`src/rtl/pipe_stage_reg.sv`:
```
// Pipeline stage register with bubble/stall control, exception freeze,
// sticky stall+bubble conflict flag and saturating stall/bubble event counters.
module pipe_stage_reg #(
   parameter int VAL_W      = 64,
   parameter int NVAL       = 2,
   parameter int NDST       = 2,
   parameter int CNT_W      = 16,
   parameter int FREEZE_EXC = 1
) (
   input  logic                    clk,
   input  logic                    reset,
   input  logic                    in_cnd,
   input  logic [3:0]              in_stat,
   input  logic [3:0]              in_icode,
   input  logic [NVAL*VAL_W-1:0]   in_val,
   input  logic [NDST*4-1:0]       in_dst,
   input  logic                    stall,
   input  logic                    bubble,
   output logic                    out_cnd,
   output logic [3:0]              out_stat,
   output logic [3:0]              out_icode,
   output logic [NVAL*VAL_W-1:0]   out_val,
   output logic [NDST*4-1:0]       out_dst,
   output logic                    out_valid,
   output logic                    frozen,
   output logic                    conflict,
   output logic [CNT_W-1:0]        stall_cnt,
   output logic [CNT_W-1:0]        bubble_cnt
);

   localparam logic [3:0] STAT_HLT  = 4'h2;
   localparam logic [3:0] STAT_ADR  = 4'h3;
   localparam logic [3:0] STAT_INS  = 4'h4;
   localparam logic [3:0] STAT_BUB  = 4'h8;
   localparam logic [3:0] ICODE_NOP = 4'h1;
   localparam logic [3:0] RNONE     = 4'hF;
   localparam logic [CNT_W-1:0] CNT_ONE = {{(CNT_W-1){1'b0}}, 1'b1};

   // Declaration initialisers give bubble contents before the first reset edge.
   logic             cnd_reg        = 1'b0;
   logic [3:0]       stat_reg       = STAT_BUB;
   logic [3:0]       icode_reg      = ICODE_NOP;
   logic             valid_reg      = 1'b0;
   logic             conflict_reg   = 1'b0;
   logic [CNT_W-1:0] stall_cnt_reg  = '0;
   logic [CNT_W-1:0] bubble_cnt_reg = '0;
   logic             frozen_reg;

   logic clr_en;
   logic load_en;
   logic in_exc;

   always_comb begin
      clr_en  = reset || bubble;
      load_en = !clr_en && !stall && !frozen_reg;
      in_exc  = (in_stat == STAT_HLT) || (in_stat == STAT_ADR) || (in_stat == STAT_INS);
   end

   always_ff @(posedge clk) begin
      if (clr_en) begin
         cnd_reg   <= 1'b0;
         stat_reg  <= STAT_BUB;
         icode_reg <= ICODE_NOP;
         valid_reg <= 1'b0;
      end else if (load_en) begin
         cnd_reg   <= in_cnd;
         stat_reg  <= in_stat;
         icode_reg <= in_icode;
         valid_reg <= (in_stat != STAT_BUB);
      end
   end

   genvar gi;
   generate
      for (gi = 0; gi < NVAL; gi++) begin : g_val
         logic [VAL_W-1:0] val_reg = '0;
         always_ff @(posedge clk) begin
            if (clr_en)
               val_reg <= '0;
            else if (load_en)
               val_reg <= in_val[gi*VAL_W +: VAL_W];
         end
         assign out_val[gi*VAL_W +: VAL_W] = val_reg;
      end

      for (gi = 0; gi < NDST; gi++) begin : g_dst
         logic [3:0] dst_reg = RNONE;
         always_ff @(posedge clk) begin
            if (clr_en)
               dst_reg <= RNONE;
            else if (load_en)
               dst_reg <= in_dst[gi*4 +: 4];
         end
         assign out_dst[gi*4 +: 4] = dst_reg;
      end

      // Freeze is only released by reset or an explicit bubble.
      if (FREEZE_EXC != 0) begin : g_freeze
         logic frozen_q = 1'b0;
         always_ff @(posedge clk) begin
            if (clr_en)
               frozen_q <= 1'b0;
            else if (load_en && in_exc)
               frozen_q <= 1'b1;
         end
         assign frozen_reg = frozen_q;
      end else begin : g_no_freeze
         assign frozen_reg = 1'b0;
      end
   endgenerate

   always_ff @(posedge clk) begin
      if (reset) begin
         conflict_reg   <= 1'b0;
         stall_cnt_reg  <= '0;
         bubble_cnt_reg <= '0;
      end else begin
         if (stall && bubble)
            conflict_reg <= 1'b1;
         if (stall && !bubble && (stall_cnt_reg != '1))
            stall_cnt_reg <= stall_cnt_reg + CNT_ONE;
         if (bubble && (bubble_cnt_reg != '1))
            bubble_cnt_reg <= bubble_cnt_reg + CNT_ONE;
      end
   end

   assign out_cnd    = cnd_reg;
   assign out_stat   = stat_reg;
   assign out_icode  = icode_reg;
   assign out_valid  = valid_reg;
   assign frozen     = frozen_reg;
   assign conflict   = conflict_reg;
   assign stall_cnt  = stall_cnt_reg;
   assign bubble_cnt = bubble_cnt_reg;

endmodule

```
`config.mk`:
```
export PLATFORM = sky130hd
export DESIGN_NAME = pipe_stage_reg
export DESIGN_NICKNAME = d
export VERILOG_FILES = /design/src/rtl/pipe_stage_reg.sv
export SDC_FILE = /design/constraint.sdc
export NUM_CORES = 1
export LEC_CHECK = 0
export ABC_CLOCK_PERIOD_IN_PS = 3700
export BUFFER_PORTS_ARGS = -buffer_cell sky130_fd_sc_hd__buf_2
export CORE_MARGIN = 3
export CORE_UTILIZATION = 30
export DETAILED_ROUTE_END_ITERATION = 8
export RECOVER_POWER = 100
export REMOVE_ABC_BUFFERS = 1
export SETUP_SLACK_MARGIN = 0.05
export SYNTH_ARGS = -nofsm -noshare
export SYNTH_HDL_FRONTEND = slang
export SYNTH_SLANG_ARGS = --single-unit
export TNS_END_PERCENT = 1
```
`constraint.sdc`:
```
create_clock -name clk -period 3.7 [get_ports clk]
set_input_delay 0.74 -clock clk [delete_from_list [all_inputs] [get_ports clk]]
set_output_delay 0.74 -clock clk [all_outputs]
set_load 0.02 [all_outputs]
```
==> metrics.json <==
{
  "slew_headroom": {"value": 9.83, "unit": "%"},
  "clock_tree.buffer_depth": {"value": 2},
  "die_area": {"value": 24500, "unit": "um^2"},
  "cts-buffers-inserted": {"value": 17},
  "final_antenna_net_count": {"value": 0},
  "cp.arrival": {"value": 2.87, "unit": "ns"},
  "synth.mux.area_fraction": {"value": 1.10, "unit": "%"},
  "ys.warnings.count": {"value": 0},
  "synth-xor-area-share": {"value": 0.257, "unit": "%"},
  "grt_antenna_before_repair": {"value": 0},
  "post-route-worst-setup-slack": {"value": 1.19, "unit": "ns"},
  "dominantRegCellSynth": {"value": "dfxtp_1"},
  "grt_first_pass_wirelength": {"value": 33.7, "unit": "mm"},
  "final.setup_skew": {"value": 0.0129, "unit": "ns"},
  "number_of_rows_created_at_floorplan": {"value": 54},
  "synth.lib_cells_used.distinct": {"value": 45},
  "place_worst_setup_slack": {"value": 0.949, "unit": "ns"},
  "path_class": {"value": "in2reg"},
  "first_global_vias": {"value": 6498},
  "post_route_design_area": {"value": 8960, "unit": "um^2"},
  "max_cap_violations": {"value": 0},
  "insertion_delay": {"value": 0.43, "unit": "ns"},
  "area.growth.synth_to_final": {"value": 31.6, "unit": "%"},
  "wl_per_cell": {"value": 14.9, "unit": "um"},
  "insertedDiodeCount": {"value": 0},
  "number_of_flip_flops_under_the_largest_register_name": {"value": 128},
  "critPathMaxFanout": {"value": 46},
  "ctsHtreeMaxLevel": {"value": 4},
  "r2r_slack": {"value": 1.26, "unit": "ns"},
  "ctsRootBufferMaster": {"value": "clkbuf_16"},
  "worstReg2RegEnd": {"value": "stall_cnt[11]$_SDFFE_PP0P_"},
  "chipHeight": {"value": 157, "unit": "um"},
  "worst_tran_pin_value": {"value": 1.34, "unit": "ns"},
  "routed-via-count": {"value": 6792},
  "cts_num_sinks": {"value": 180},
  "worst_r2r_startpoint": {"value": "stall_cnt[0]$_SDFFE_PP0P_"},
  "timing.hold.ws": {"value": 0.452, "unit": "ns"},
  "part_of_the_cycle_the_worst_path_needs": {"value": 67.7, "unit": "%"},
  "finalWorstPathRequiredPeriod": {"value": 2.51, "unit": "ns"},
  "asyncSetResetFlopFracSynth": {"value": 0, "unit": "%"},
  "status": {"value": "complete, no violations"},
  "floorplan.io_pins": {"value": 329},
  "postPlaceCellArea": {"value": 8640, "unit": "um^2"},
  "unrepaired_setup_endpoints_after_global_routing": {"value": "no"},
  "final-setup-viol-count": {"value": 0},
  "timing.reg2reg.worst_path_depth": {"value": 5},
  "critical_path.startpoint_type": {"value": "primary input"},
  "final-hold-violation-count": {"value": 0},
  "place.gp.congestion": {"value": 0.815},
  "placement.io_buffers": {"value": 328},
  "hold-path-cell-count": {"value": 2},
  "maxSlewViolCount": {"value": 0},
  "synth_simple_gate_area_share": {"value": 35.9, "unit": "%"},
  "core_area": {"value": 22100, "unit": "um^2"},
  "synth.avg_cell_area": {"value": 8.07, "unit": "um^2"},
  "grt_start_max_net_pins": {"value": 107},
  "achievable-frequency": {"value": 399, "unit": "MHz"},
  "drc": {"value": 0},
  "ir_worst_vdd": {"value": 0.000231, "unit": "V"},
  "grt_use_total": {"value": 16.9, "unit": "%"},
  "drt_pre_antenna_iters": {"value": 6},
  "layout_commonest_cell": {"value": "nand2_1"},
  "total_negative_setup_slacks": {"value": 0, "unit": "ns"},
  "total_leakage_power": {"value": 4.00, "unit": "nW"},
  "synth-compound-area-share": {"value": 5.18, "unit": "%"},
  "pwr_density_cell": {"value": 480, "unit": "nW/um^2"},
  "post_synthesis_share_of_cell_area_spent_on_full_adders_half_adders_and_majority_gates": {"value": 0.368, "unit": "%"},
  "cts_tree": {"value": "done"},
  "post_synth_inst_count": {"value": 844},
  "cp_data_required_time": {"value": 4.06, "unit": "ns"},
  "share_of_post_route_cells_with_drive_strength_above_1": {"value": 17.1, "unit": "%"},
  "cts_hold_repair.buffers": {"value": 0},
  "endpoint_kind": {"value": "flop"},
  "viasPerCell": {"value": 4.74},
  "drt_iter0_drc": {"value": 391},
  "netlist_area": {"value": 6810, "unit": "um^2"},
  "start_util": {"value": 30.8, "unit": "%"},
  "cts_repair_resize_count": {"value": 0},
  "postCtsSetupRepairBufs": {"value": 0},
  "hpwl": {"value": 14.9, "unit": "mm"},
  "final_cell_mix": {"value": "nand2_1 (284), clkbuf_1 (181), dfxtp_1 (180), nand3_1 (149), buf_2 (147)"},
  "layout.nets": {"value": 1292},
  "leftover_overflow_at_the_end_of_global_routing": {"value": 0},
  "chipWidth": {"value": 157, "unit": "um"},
  "flop_and_latch_count_out_of_synthesis": {"value": 180},
  "yosysSeqAreaShare": {"value": 52.9, "unit": "%"},
  "largest_family_of_logic_cells_by_synthesized_area": {"value": "simple AND/OR/NAND/NOR gates"},
  "holdPathEnd": {"value": "g_val[1].val_reg[24]$_SDFFE_PP0P_"},
  "clkSlewWorstSetupHoldPaths": {"value": 0.07, "unit": "ns"},
  "worst_hold_path_type": {"value": "reg2reg"},
  "synth_enable_flop_cells": {"value": 0},
  "hold_path.startpoint": {"value": "g_val[1].val_reg[24]$_SDFFE_PP0P_"},
  "detail_route.wirelength": {"value": 21.4, "unit": "mm"}
}
## stage by stage
step	utilization (%)	std cells	total power, W
6_report	40.6	1434	0.00430
5_1_grt	40.6	1434	0.00450
4_1_cts	41.9	1434	0.00440
3_5_place_dp	39.1	1402	0.00249
3_3_place_gp	39.1	1402	0.00249
2_1_floorplan	-	787	0.00229
## area by class of cell
type	instances	area [um^2]
clock buffers	17	425
clock inverters	15	188
fillers	2402	13100
inverters	6	22.5
multi-input cells	601	2870
flip-flops and latches	180	3600
well taps	280	350
repair buffers	335	1510
## worst max-delay path, cell delays in order
cell,delay [ns]
clkbuf_1,0.42
or2_2,0.37
or3_4,0.55
buf_4,0.52
nand3_1,0.14
nand2_1,0.09
## cell usage after synthesis (all sizes together) (3+ instances only)
master / number / area, um^2
nand2: 284 / 1070
dfxtp: 180 / 3600
nand3: 149 / 758
nor2: 35 / 131
buf: 33 / 174
clkbuf: 24 / 93.8
a21oi: 18 / 90.1
nor3: 18 / 90.1
nand4: 9 / 77.6
o21ai: 9 / 45.0
or3: 9 / 60.1
or4: 9 / 67.6
o31ai: 8 / 60.1
and4: 6 / 52.6
inv: 6 / 22.5
nor2b: 6 / 37.5
nor4: 6 / 52.6
mux2: 4 / 45.0
o211ai: 4 / 30.0
a31oi: 3 / 18.8
mux2i: 3 / 30.0
## per-layer routing
metal  vias up  share of wire, %  GRT usage [%]
met5         -                 0              0
met4         0               1.5           4.71
met3        21               8.5           5.67
met2       232                48           28.1
met1      3099                43           21.0
li1       3440                 -              -
## report_power, final
group	internal (W)	switching [W]
registers	0.00200	0.0000388
logic	0.000126	0.000254
clock network	0.000981	0.000893
total	0.00311	0.00119
## worst max path at each step
stage | start | endpoint | slack [ns]
2_1_floorplan | bubble | g_val[0].val_reg[0]$_SDFFE_PP0P_ | -4.84
3_3_place_gp | bubble | g_val[0].val_reg[55]$_SDFFE_PP0P_ | 0.98
3_5_place_dp | bubble | g_val[1].val_reg[38]$_SDFFE_PP0P_ | 0.95
4_1_cts | bubble | g_val[1].val_reg[23]$_SDFFE_PP0P_ | 1.40
5_1_grt | bubble_cnt[0]$_SDFFE_PP0P_ | bubble_cnt[5]$_SDFFE_PP0P_ | 0.86
6_report | bubble | g_val[1].val_reg[38]$_SDFFE_PP0P_ | 1.19
## kinds of logic (layout without fill, tap and decap cells)
kind of cell    Yosys count  count (layout)
compound gates           52              52
fa+ha+maj                 2               2
xor+xnor                  2               2
flops                   180             180
buf+inv                  63             373
simple gates            538             538
mux                       7               7
Note: power is estimated with default switching activity, not from simulation.
